**config.mk**
```make
export PLATFORM = sky130hd
export DESIGN_NAME = ucie_sb_tx_serializer
export DESIGN_NICKNAME = d
export VERILOG_FILES = /design/src/rtl/ucie_sb_pkg.sv /design/src/rtl/ucie_sb_sync_fifo.sv /design/src/rtl/ucie_sb_tx_serializer.sv
export SDC_FILE = /design/constraint.sdc
export NUM_CORES = 1
export LEC_CHECK = 0
export CORE_ASPECT_RATIO = 1.75
export CORE_MARGIN = 4
export CORE_UTILIZATION = 54
export DETAILED_ROUTE_END_ITERATION = 7
export HOLD_SLACK_MARGIN = 0.03
export PLACE_DENSITY = 0.75
export SLEW_MARGIN = 15
export SYNTH_ARGS = -nofsm -noshare
export SYNTH_HDL_FRONTEND = slang
export SYNTH_SLANG_ARGS = --single-unit
```
**constraint.sdc**
```tcl
create_clock -name clk -period 8.55 [get_ports clk]
set_clock_uncertainty 0.05 [all_clocks]
set_input_delay 1.2825 -clock clk [delete_from_list [all_inputs] [get_ports clk]]
set_output_delay 1.2825 -clock clk [all_outputs]
set_load 0.01 [all_outputs]
```
**src/rtl/ucie_sb_pkg.sv**
```systemverilog
// +------------------------------------------------------------------+
// | ucie_sb_pkg : shared types and constants for the sideband TX path |
// | Rev 1.0                                                           |
// +------------------------------------------------------------------+
`default_nettype none

package ucie_sb_pkg;

  typedef enum logic [1:0] {
    ST_IDLE  = 2'd0,
    ST_SHIFT = 2'd1,
    ST_GAP   = 2'd2
  } sb_state_t;

  localparam int SB_PKT_W  = 64;
  localparam int SB_GAP_UI = 32;

  // Bits needed to hold the values 0..n inclusive.
  function automatic int cnt_w(input int n);
    return $clog2(n + 1);
  endfunction

endpackage

`default_nettype wire

```
**src/rtl/ucie_sb_sync_fifo.sv**
```systemverilog
// +------------------------------------------------------------------+
// | ucie_sb_sync_fifo : packet FIFO with registered full/empty/count  |
// | Rev 1.0                                                           |
// +------------------------------------------------------------------+
`default_nettype none

module ucie_sb_sync_fifo
  import ucie_sb_pkg::*;
#(
  parameter int WIDTH = 64,
  parameter int DEPTH = 4
) (
  input  logic                      clk,
  input  logic                      reset,
  input  logic                      push,
  input  logic [WIDTH-1:0]          wdata,
  input  logic                      pop,
  output logic [WIDTH-1:0]          rdata,
  output logic                      full,
  output logic                      empty,
  output logic [cnt_w(DEPTH)-1:0]   count
);

  localparam int PTR_W = $clog2(DEPTH);
  localparam int CNT_W = cnt_w(DEPTH);

  logic [WIDTH-1:0] r_mem [DEPTH];
  logic [PTR_W-1:0] r_wr_ptr;
  logic [PTR_W-1:0] r_rd_ptr;
  logic [CNT_W-1:0] r_count;
  logic [CNT_W-1:0] w_count_nxt;
  logic             r_full;
  logic             r_empty;
  logic             w_push_ok;
  logic             w_pop_ok;

  // A push while full is refused even if a pop frees a slot this cycle.
  assign w_push_ok = push & ~r_full;
  assign w_pop_ok  = pop & ~r_empty;

  always_comb begin
    w_count_nxt = r_count;
    if (w_push_ok && !w_pop_ok) begin
      w_count_nxt = r_count + 1'b1;
    end else if (!w_push_ok && w_pop_ok) begin
      w_count_nxt = r_count - 1'b1;
    end
  end

  always_ff @(posedge clk) begin
    if (reset) begin
      r_wr_ptr <= '0;
      r_rd_ptr <= '0;
      r_count  <= '0;
      r_full   <= 1'b0;
      r_empty  <= 1'b1;
    end else begin
      if (w_push_ok) r_wr_ptr <= r_wr_ptr + 1'b1;
      if (w_pop_ok)  r_rd_ptr <= r_rd_ptr + 1'b1;
      r_count <= w_count_nxt;
      r_full  <= (w_count_nxt == CNT_W'(DEPTH));
      r_empty <= (w_count_nxt == '0);
    end
  end

  always_ff @(posedge clk) begin
    if (w_push_ok) r_mem[r_wr_ptr] <= wdata;
  end

  assign rdata = r_mem[r_rd_ptr];
  assign full  = r_full;
  assign empty = r_empty;
  assign count = r_count;

endmodule

`default_nettype wire

```
**src/rtl/ucie_sb_tx_serializer.sv**
```systemverilog
// +------------------------------------------------------------------+
// | ucie_sb_tx_serializer : buffered sideband TX packet serializer    |
// | Optional packet counter port enabled by UCIE_SB_TX_CNT_EN. Rev 1.0|
// +------------------------------------------------------------------+
`default_nettype none

module ucie_sb_tx_serializer
  import ucie_sb_pkg::*;
#(
  parameter int PKT_W  = SB_PKT_W,
  parameter int LANES  = 1,
  parameter int DEPTH  = 4,
  parameter int GAP_UI = SB_GAP_UI
) (
  input  logic                     clk,
  input  logic                     reset,
  input  logic                     in_valid,
  output logic                     in_ready,
  input  logic [PKT_W-1:0]         in_data,
  input  logic                     tx_en,
  output logic                     SBTX_CLK,
  output logic [LANES-1:0]         SBTX_DATA,
  output logic                     busy,
  output logic [cnt_w(DEPTH)-1:0]  fifo_count
`ifdef UCIE_SB_TX_CNT_EN
  ,
  output logic [31:0]              pkt_sent_cnt
`endif
);

  localparam int UIS     = PKT_W / LANES;
  localparam int UI_W    = cnt_w(UIS);
  localparam int GAP_CYC = 2 * GAP_UI;
  localparam int GAP_W   = cnt_w(GAP_CYC);

  sb_state_t        r_state;
  logic             r_phase_h;
  logic [UI_W-1:0]  r_ui_cnt;
  logic [GAP_W-1:0] r_gap_cnt;
  logic [PKT_W-1:0] r_shift;
  logic [PKT_W-1:0] w_head;
  logic             w_fifo_full;
  logic             w_fifo_empty;
  logic             w_pop;
  logic             w_gap_last;
  logic             w_ui_last;
  logic             w_pkt_done;

  assign w_gap_last = (r_gap_cnt == GAP_W'(GAP_CYC - 1));
  assign w_ui_last  = (r_ui_cnt == UI_W'(UIS - 1));
  assign w_pkt_done = (r_state == ST_SHIFT) && r_phase_h && w_ui_last;
  assign in_ready   = ~w_fifo_full;

  always_comb begin
    w_pop = 1'b0;
    case (r_state)
      ST_IDLE: w_pop = ~w_fifo_empty & tx_en;
      ST_GAP:  w_pop = w_gap_last & ~w_fifo_empty & tx_en;
      default: w_pop = 1'b0;
    endcase
  end

  ucie_sb_sync_fifo #(
    .WIDTH (PKT_W),
    .DEPTH (DEPTH)
  ) u_fifo (
    .clk   (clk),
    .reset (reset),
    .push  (in_valid),
    .wdata (in_data),
    .pop   (w_pop),
    .rdata (w_head),
    .full  (w_fifo_full),
    .empty (w_fifo_empty),
    .count (fifo_count)
  );

  always_ff @(posedge clk) begin
    if (reset) begin
      r_state   <= ST_IDLE;
      r_phase_h <= 1'b0;
      r_ui_cnt  <= '0;
      r_gap_cnt <= '0;
      r_shift   <= '0;
      SBTX_CLK  <= 1'b0;
      SBTX_DATA <= '0;
      busy      <= 1'b0;
    end else begin
      case (r_state)
        ST_IDLE: begin
          SBTX_CLK  <= 1'b0;
          SBTX_DATA <= '0;
          if (w_pop) begin
            r_shift   <= w_head;
            r_ui_cnt  <= '0;
            r_phase_h <= 1'b0;
            r_state   <= ST_SHIFT;
            busy      <= 1'b1;
          end
        end
        ST_SHIFT: begin
          // L phase presents the next lane group; H phase raises the clock on stable data.
          if (!r_phase_h) begin
            SBTX_CLK  <= 1'b0;
            SBTX_DATA <= r_shift[LANES-1:0];
            r_shift   <= r_shift >> LANES;
            r_phase_h <= 1'b1;
          end else begin
            SBTX_CLK  <= 1'b1;
            r_phase_h <= 1'b0;
            r_ui_cnt  <= r_ui_cnt + 1'b1;
            if (w_ui_last) begin
              r_state   <= ST_GAP;
              r_gap_cnt <= '0;
            end
          end
        end
        ST_GAP: begin
          SBTX_CLK  <= 1'b0;
          SBTX_DATA <= '0;
          r_gap_cnt <= r_gap_cnt + 1'b1;
          if (w_gap_last) begin
            if (w_pop) begin
              r_shift   <= w_head;
              r_ui_cnt  <= '0;
              r_phase_h <= 1'b0;
              r_state   <= ST_SHIFT;
            end else begin
              r_state <= ST_IDLE;
              busy    <= 1'b0;
            end
          end
        end
        default: begin
          r_state <= ST_IDLE;
          busy    <= 1'b0;
        end
      endcase
    end
  end

`ifdef UCIE_SB_TX_CNT_EN
  always_ff @(posedge clk) begin
    if (reset) begin
      pkt_sent_cnt <= '0;
    end else if (w_pkt_done) begin
      pkt_sent_cnt <= pkt_sent_cnt + 32'd1;
    end
  end
`endif

endmodule

`default_nettype wire

```
Word-level counts from Yosys, hierarchy flattened. Memories as Yosys holds them, arrays and structs flattened. A register that Yosys moved wholly into a read port is not among the register bits. Index checks and enable logic that the tools add are counted.

ROM bits: 0. RAM bits: 256. Memories: 1. Flip-flop bits (word level): 93. Output and inout port bits: 7. Input port bits: 68. Word-level logic and storage cells: 92. Bits in latches: 0.

Shift-type cells: 0. Divide/modulo/power cells: 0. Add/subtract/negate cells: 6. Bitwise operators: 8. Reduce and logical (&&, ||, !) cells: 17. Multiply operators: 0. Magnitude comparators: 0. Eq/ne operators: 11. Multiplexer cells: 36.

Memories: u_fifo.r_mem (words 4, bits a word 64, rd ports 1, clocked after memory_dff 1, write ports 1, RTL line ucie_sb_sync_fifo.sv:27) `logic [WIDTH-1:0] r_mem [DEPTH];`.

Operators by type and width (count): $mux 64 (3); $pmux 64 s3 (1); $mux 7 (5); $pmux 7 s3 (1); $add 7x1->7 const B (2); $eq 7x6->1 const B (2); $pmux 7 s2 (1); $mux 2 (6); $mux 1 (11); $ne 2x2->1 const B (5); $reduce_and 3->1 (3); $reduce_and 4->1 (2); $mux 3 (2); $pmux 1 s2 (3); $pmux 1 s3 (2); $pmux 2 s3 (1); $and 1x1->1 (5); $add 2x1->2 const B (2); $reduce_and 2->1 (2); $reduce_bool 2->1 (2); $add 3x1->3 const B (1); $eq 3x3->1 const B (1); $logic_not 3->1 (1); $not 1->1 (3); 9 further kinds (11).

Longest topological paths before layout.
Depth in word-level cells: 9. Mapped depth: 8. Gate-level depth less buffers: 7.

Cells and area by module. A second synthesis with hierarchy kept.

Cell total of the unflattened synthesis: 883. Area, all modules: 14258.7 µm².

Modules (own cells, without submodules): ucie_sb_sync_fifo (times used 1, seq. area each 7907.6 µm², area an instance 9858.2 µm², cells an instance 404); ucie_sb_tx_serializer (times used 1, seq. area each 1681.6 µm², area an instance 4400.5 µm², cells an instance 479).

Worst setup path after synthesis. No wires, ideal clock.

Kind: in2reg. Start: input in_valid. End: memory u_fifo.r_mem[0][0] (enable). Library setup time: 429 ps. Buffers on the path: 1. Required time: 8071 ps. Cell stages on the path: 3. Data arrival time: 3237 ps. Setup slack: 4834 ps. Cell sequence: nor2b_1 -> clkbuf_1 -> and2_1.

Longest elaborated chain between the ends: 3.

Ends and longest elaborated chain: start, declared (RTL line ucie_sb_tx_serializer.sv:17) `input logic in_valid,`; $and 1x1->1 (RTL line ucie_sb_sync_fifo.sv:38) `assign w_push_ok = push & ~r_full;`; $mux 1 (RTL line ucie_sb_sync_fifo.sv:67) `if (w_push_ok) r_mem[r_wr_ptr] <= wdata;`; $mux 1 (not written as such) (RTL line ucie_sb_sync_fifo.sv:67); end, declared (RTL line ucie_sb_sync_fifo.sv:27).

No other way between the ends.

Worst setup path after layout.
Start: input in_valid. End: memory u_fifo.r_mem[2][57] (enable).

Same word-level chain as after synthesis.

==> reports/metrics.cfg <==
[timing]
setup_tns_ns = 0
fmax_ghz = 0.306
fin_crit_sh = 0.382
rsz0062_at_grt = no
max_slew_margin = 0.313
setup_viol = 0
hold_viol_final = 0
timing.final.max_slew_violations = 0
period_minus_slack_ns = 3.26
tightest_slew_ns = 1.03
setup_ws_ns = 5.29

[critical_path]
critPathMaxFanout = 64
startpoint = in_valid
cp.arrival_ns = 3.38
path_class = input pin to register
r2r_cells = 6
cp.required_ns = 8.67
cp-end-kind = register
cp-start-kind = input pin
r2r-end = r_shift[50]$_SDFFE_PP0P_
rrSetupSlack_ns = 5.99
r2r-start = r_state[0]$_SDFFE_PP0P_
crit_path_end = u_fifo.r_mem[2][57]$_DFFE_PP_

[pwr]
p_per_area_nw_per_um2 = 276
seq_power_share = 0.510
vdd_drop_max_v = 0.000185
intPower_mw = 3.14
p_sw_frac = 0.260
clkPwrFrac = 0.314
power.net_switching_mw = 1.10
combPwrFrac = 0.176
p_leak_nw = 4.94

[place]
routabilityCongestion = 0.743
dp_hpwl_um = 13200
placedCellCount = 1195
io_buffers = 74
post-place-ws_ns = 4.58

[clock_tree]
post_cts_buffers = 0
clockBufferDepth = 3
cts_hold_buf = 0
root_buffer = clkbuf_16
cts_tree = yes
clk-insertion-delay-late_ns = 0.55
cts_resized = 0
cts_max_level = 1
cts_buffers = 29
clock_sinks = 351
path_clk_slew_ns = 0.07

[cells_and_area]
n_antenna_cell = 0
layout.cells.non_filler = 1248
final_layout_size_suffix_gt1_frac = 0.139
area_growth_pct = 14.3
nNetsFinal = 990
fillers = 1795

[floorplan]
pin_count = 75
core_area_um2 = 24500
initial_core_util = 0.547
fp.dieW_um = 127
fp.dieH_um = 217
die-area_um2 = 27500
rows = 76

[job]
max-cap-violations = 0

[synth]
ys_warn_count = 0
yosysTopAreaCellShare = 0.573
synthDistinctLibCells = 42
syn_inst = 861
synth-xor-area-share = 0.00979
syn-cell-area_um2 = 13400
synth_top_cell_by_area = edfxtp_1
synth_simple_gate_area_frac = 0.0828
synth_edf_count = 256
synth_area_per_cell_um2 = 15.6
synth_compound_area_frac = 0.0519
syn_nets = 937
async_flop_share = 0
synth_top_family_by_area = multiplexers
yosys.area_share.adder = 0.00904
muxShareOfSynthArea = 0.111
ys_ff_latch = 351
synthFlopType = edfxtp_1
seq_area_frac_synth = 0.715
ys_top_cells_by_area = edfxtp_1 (57%), dfxtp_1 (14%), mux4_2 (11%)

[grt]
grt_max_degree = 128
grt_overflow_total = 0
antenna_found_initial = 0
grt_pass1_wl_um = 38700
grt_pass1_vias = 7402
grt_use_total = 0.177

[hold_path]
hold_start = r_shift[2]$_SDFFE_PP0P_
hold_class = register to register

[detailed_routing]
wl_met3_um = 896
wl_per_cell_um = 19.1
route.met2.wl_um = 13100
drt_wl_total_um = 23800
final_antenna_net_count = 0
via_per_inst = 5.83
top_layer_used = met4
route.vias.total = 7280
initialDrtViolationCount = 550
met1Wirelength_um = 9220
firstDrtPassIters = 5
drc = 0

[outcome]
status = completed

## cell type report
| class | count | area (µm²) | area share |
|---|---|---|---|
| timing repair buffer | 78 | 772 | 0.0503 |
| multi-input combinational | 446 | 3580 | 0.233 |
| clock buffer | 38 | 833 | 0.0543 |
| clock inverter | 15 | 140 | 0.00913 |
| sequential | 351 | 9600 | 0.625 |
| tap | 312 | 390 | 0.0254 |
| inverter | 8 | 30.0 | 0.00196 |
## state kept, by name, indices dropped and copies added (netlist names), named ones only
name and cells:
SBTX_CLK 1, SBTX_DATA 1, busy 1, r_gap_cnt 7, r_phase_h 1, r_shift 64, r_state 2, r_ui_cnt 7
u_fifo.count 3, u_fifo.empty 1, u_fifo.full 1, u_fifo.r_mem 256, u_fifo.r_rd_ptr 2, u_fifo.r_wr_ptr 2
## worst min-delay path by stage
| stage | end | slack (ns) | cells after the start |
|---|---|---|---|
| floorplan | SBTX_DATA$_SDFFE_PP0P_ | 0.38 | 2 |
| global placement | r_shift[32]$_SDFFE_PP0P_ | 0.41 | 2 |
| detailed placement | r_shift[56]$_SDFFE_PP0P_ | 0.42 | 2 |
| CTS | r_shift[1]$_SDFFE_PP0P_ | 0.43 | 2 |
| global route | r_shift[29]$_SDFFE_PP0P_ | 0.44 | 2 |
| finish | r_shift[1]$_SDFFE_PP0P_ | 0.42 | 2 |
## synthesized netlist by cell type, drive strengths merged (2+ instances only)
cell type	n
a21oi	11
a311oi	63
and2	5
buf	21
clkbuf	35
dfxtp	95
edfxtp	256
ha	8
inv	8
maj3	2
mux2i	4
mux4	64
nand2	139
nand2b	4
nand3	5
nand3b	2
nand4	3
nor2	89
nor2b	4
nor3	11
o21ai	4
xnor2	7
xor2	8
## power by group through the flow
| stage | Combinational [mW] | Clock [mW] | Sequential [mW] |
|---|---|---|---|
| 4_1_cts | 0.759 | 1.36 | 2.16 |
| 3_5_place_dp | 0.754 | 0 | 2.20 |
| 5_1_grt | 0.831 | 1.43 | 2.19 |
| 6_report | 0.746 | 1.33 | 2.16 |
| 3_3_place_gp | 0.734 | 0 | 2.19 |
| 2_1_floorplan | 0.601 | 0 | 2.15 |
## critical path: stages
cell and delay (ns):
clkdlybuf4s50_1 0.47, nor2b_1 0.62, and2_4 0.93
## metrics by stage
step | hold WS, ns | utilization | total power [mW] | area [µm²]
2_1_floorplan | 0.380 | - | 2.75 | 13400
3_3_place_gp | 0.408 | 0.586 | 2.92 | 14400
3_5_place_dp | 0.418 | 0.586 | 2.95 | 14400
4_1_cts | 0.430 | 0.625 | 4.28 | 15300
5_1_grt | 0.437 | 0.625 | 4.45 | 15300
6_report | 0.419 | 0.625 | 4.24 | 15300
## routing by layer
layer,track usage,vias to the layer above
met3,0.0227,32
met4,0.0637,0
li1,-,3379
met1,0.217,3699
met2,0.320,170
met5,0,-
## cell usage in the layout (no fill, tap or decap), drive strengths merged, types with 2 or more instances in the layout
cell type and instances:
mux4 64, a311oi 63, nor2b 4, and2 5, nor3 11, maj3 2
clkinvlp 4, nand4 3, xor2 8, clkdlybuf4s50 73, clkinv 9, nor2 89
nand3b 2, dfxtp 95, edfxtp 256, buf 5, nand2 139, nand3 5
o21ai 4, a21oi 11, clkbuf 38, mux2i 4, nand2b 4, inv 8
xnor2 7, ha 8, bufinv 2
## kinds of logic after synthesis
logic type / count (synthesis)
AOI/OAI and AO/OA: 86
xor gates and xnor gates: 15
adders and majority gates: 10
buffers and inverters: 64
DFF: 351
muxes: 68
and+or+nand+nor: 267
No activity file was read; power rests on OpenSTA's default activity.
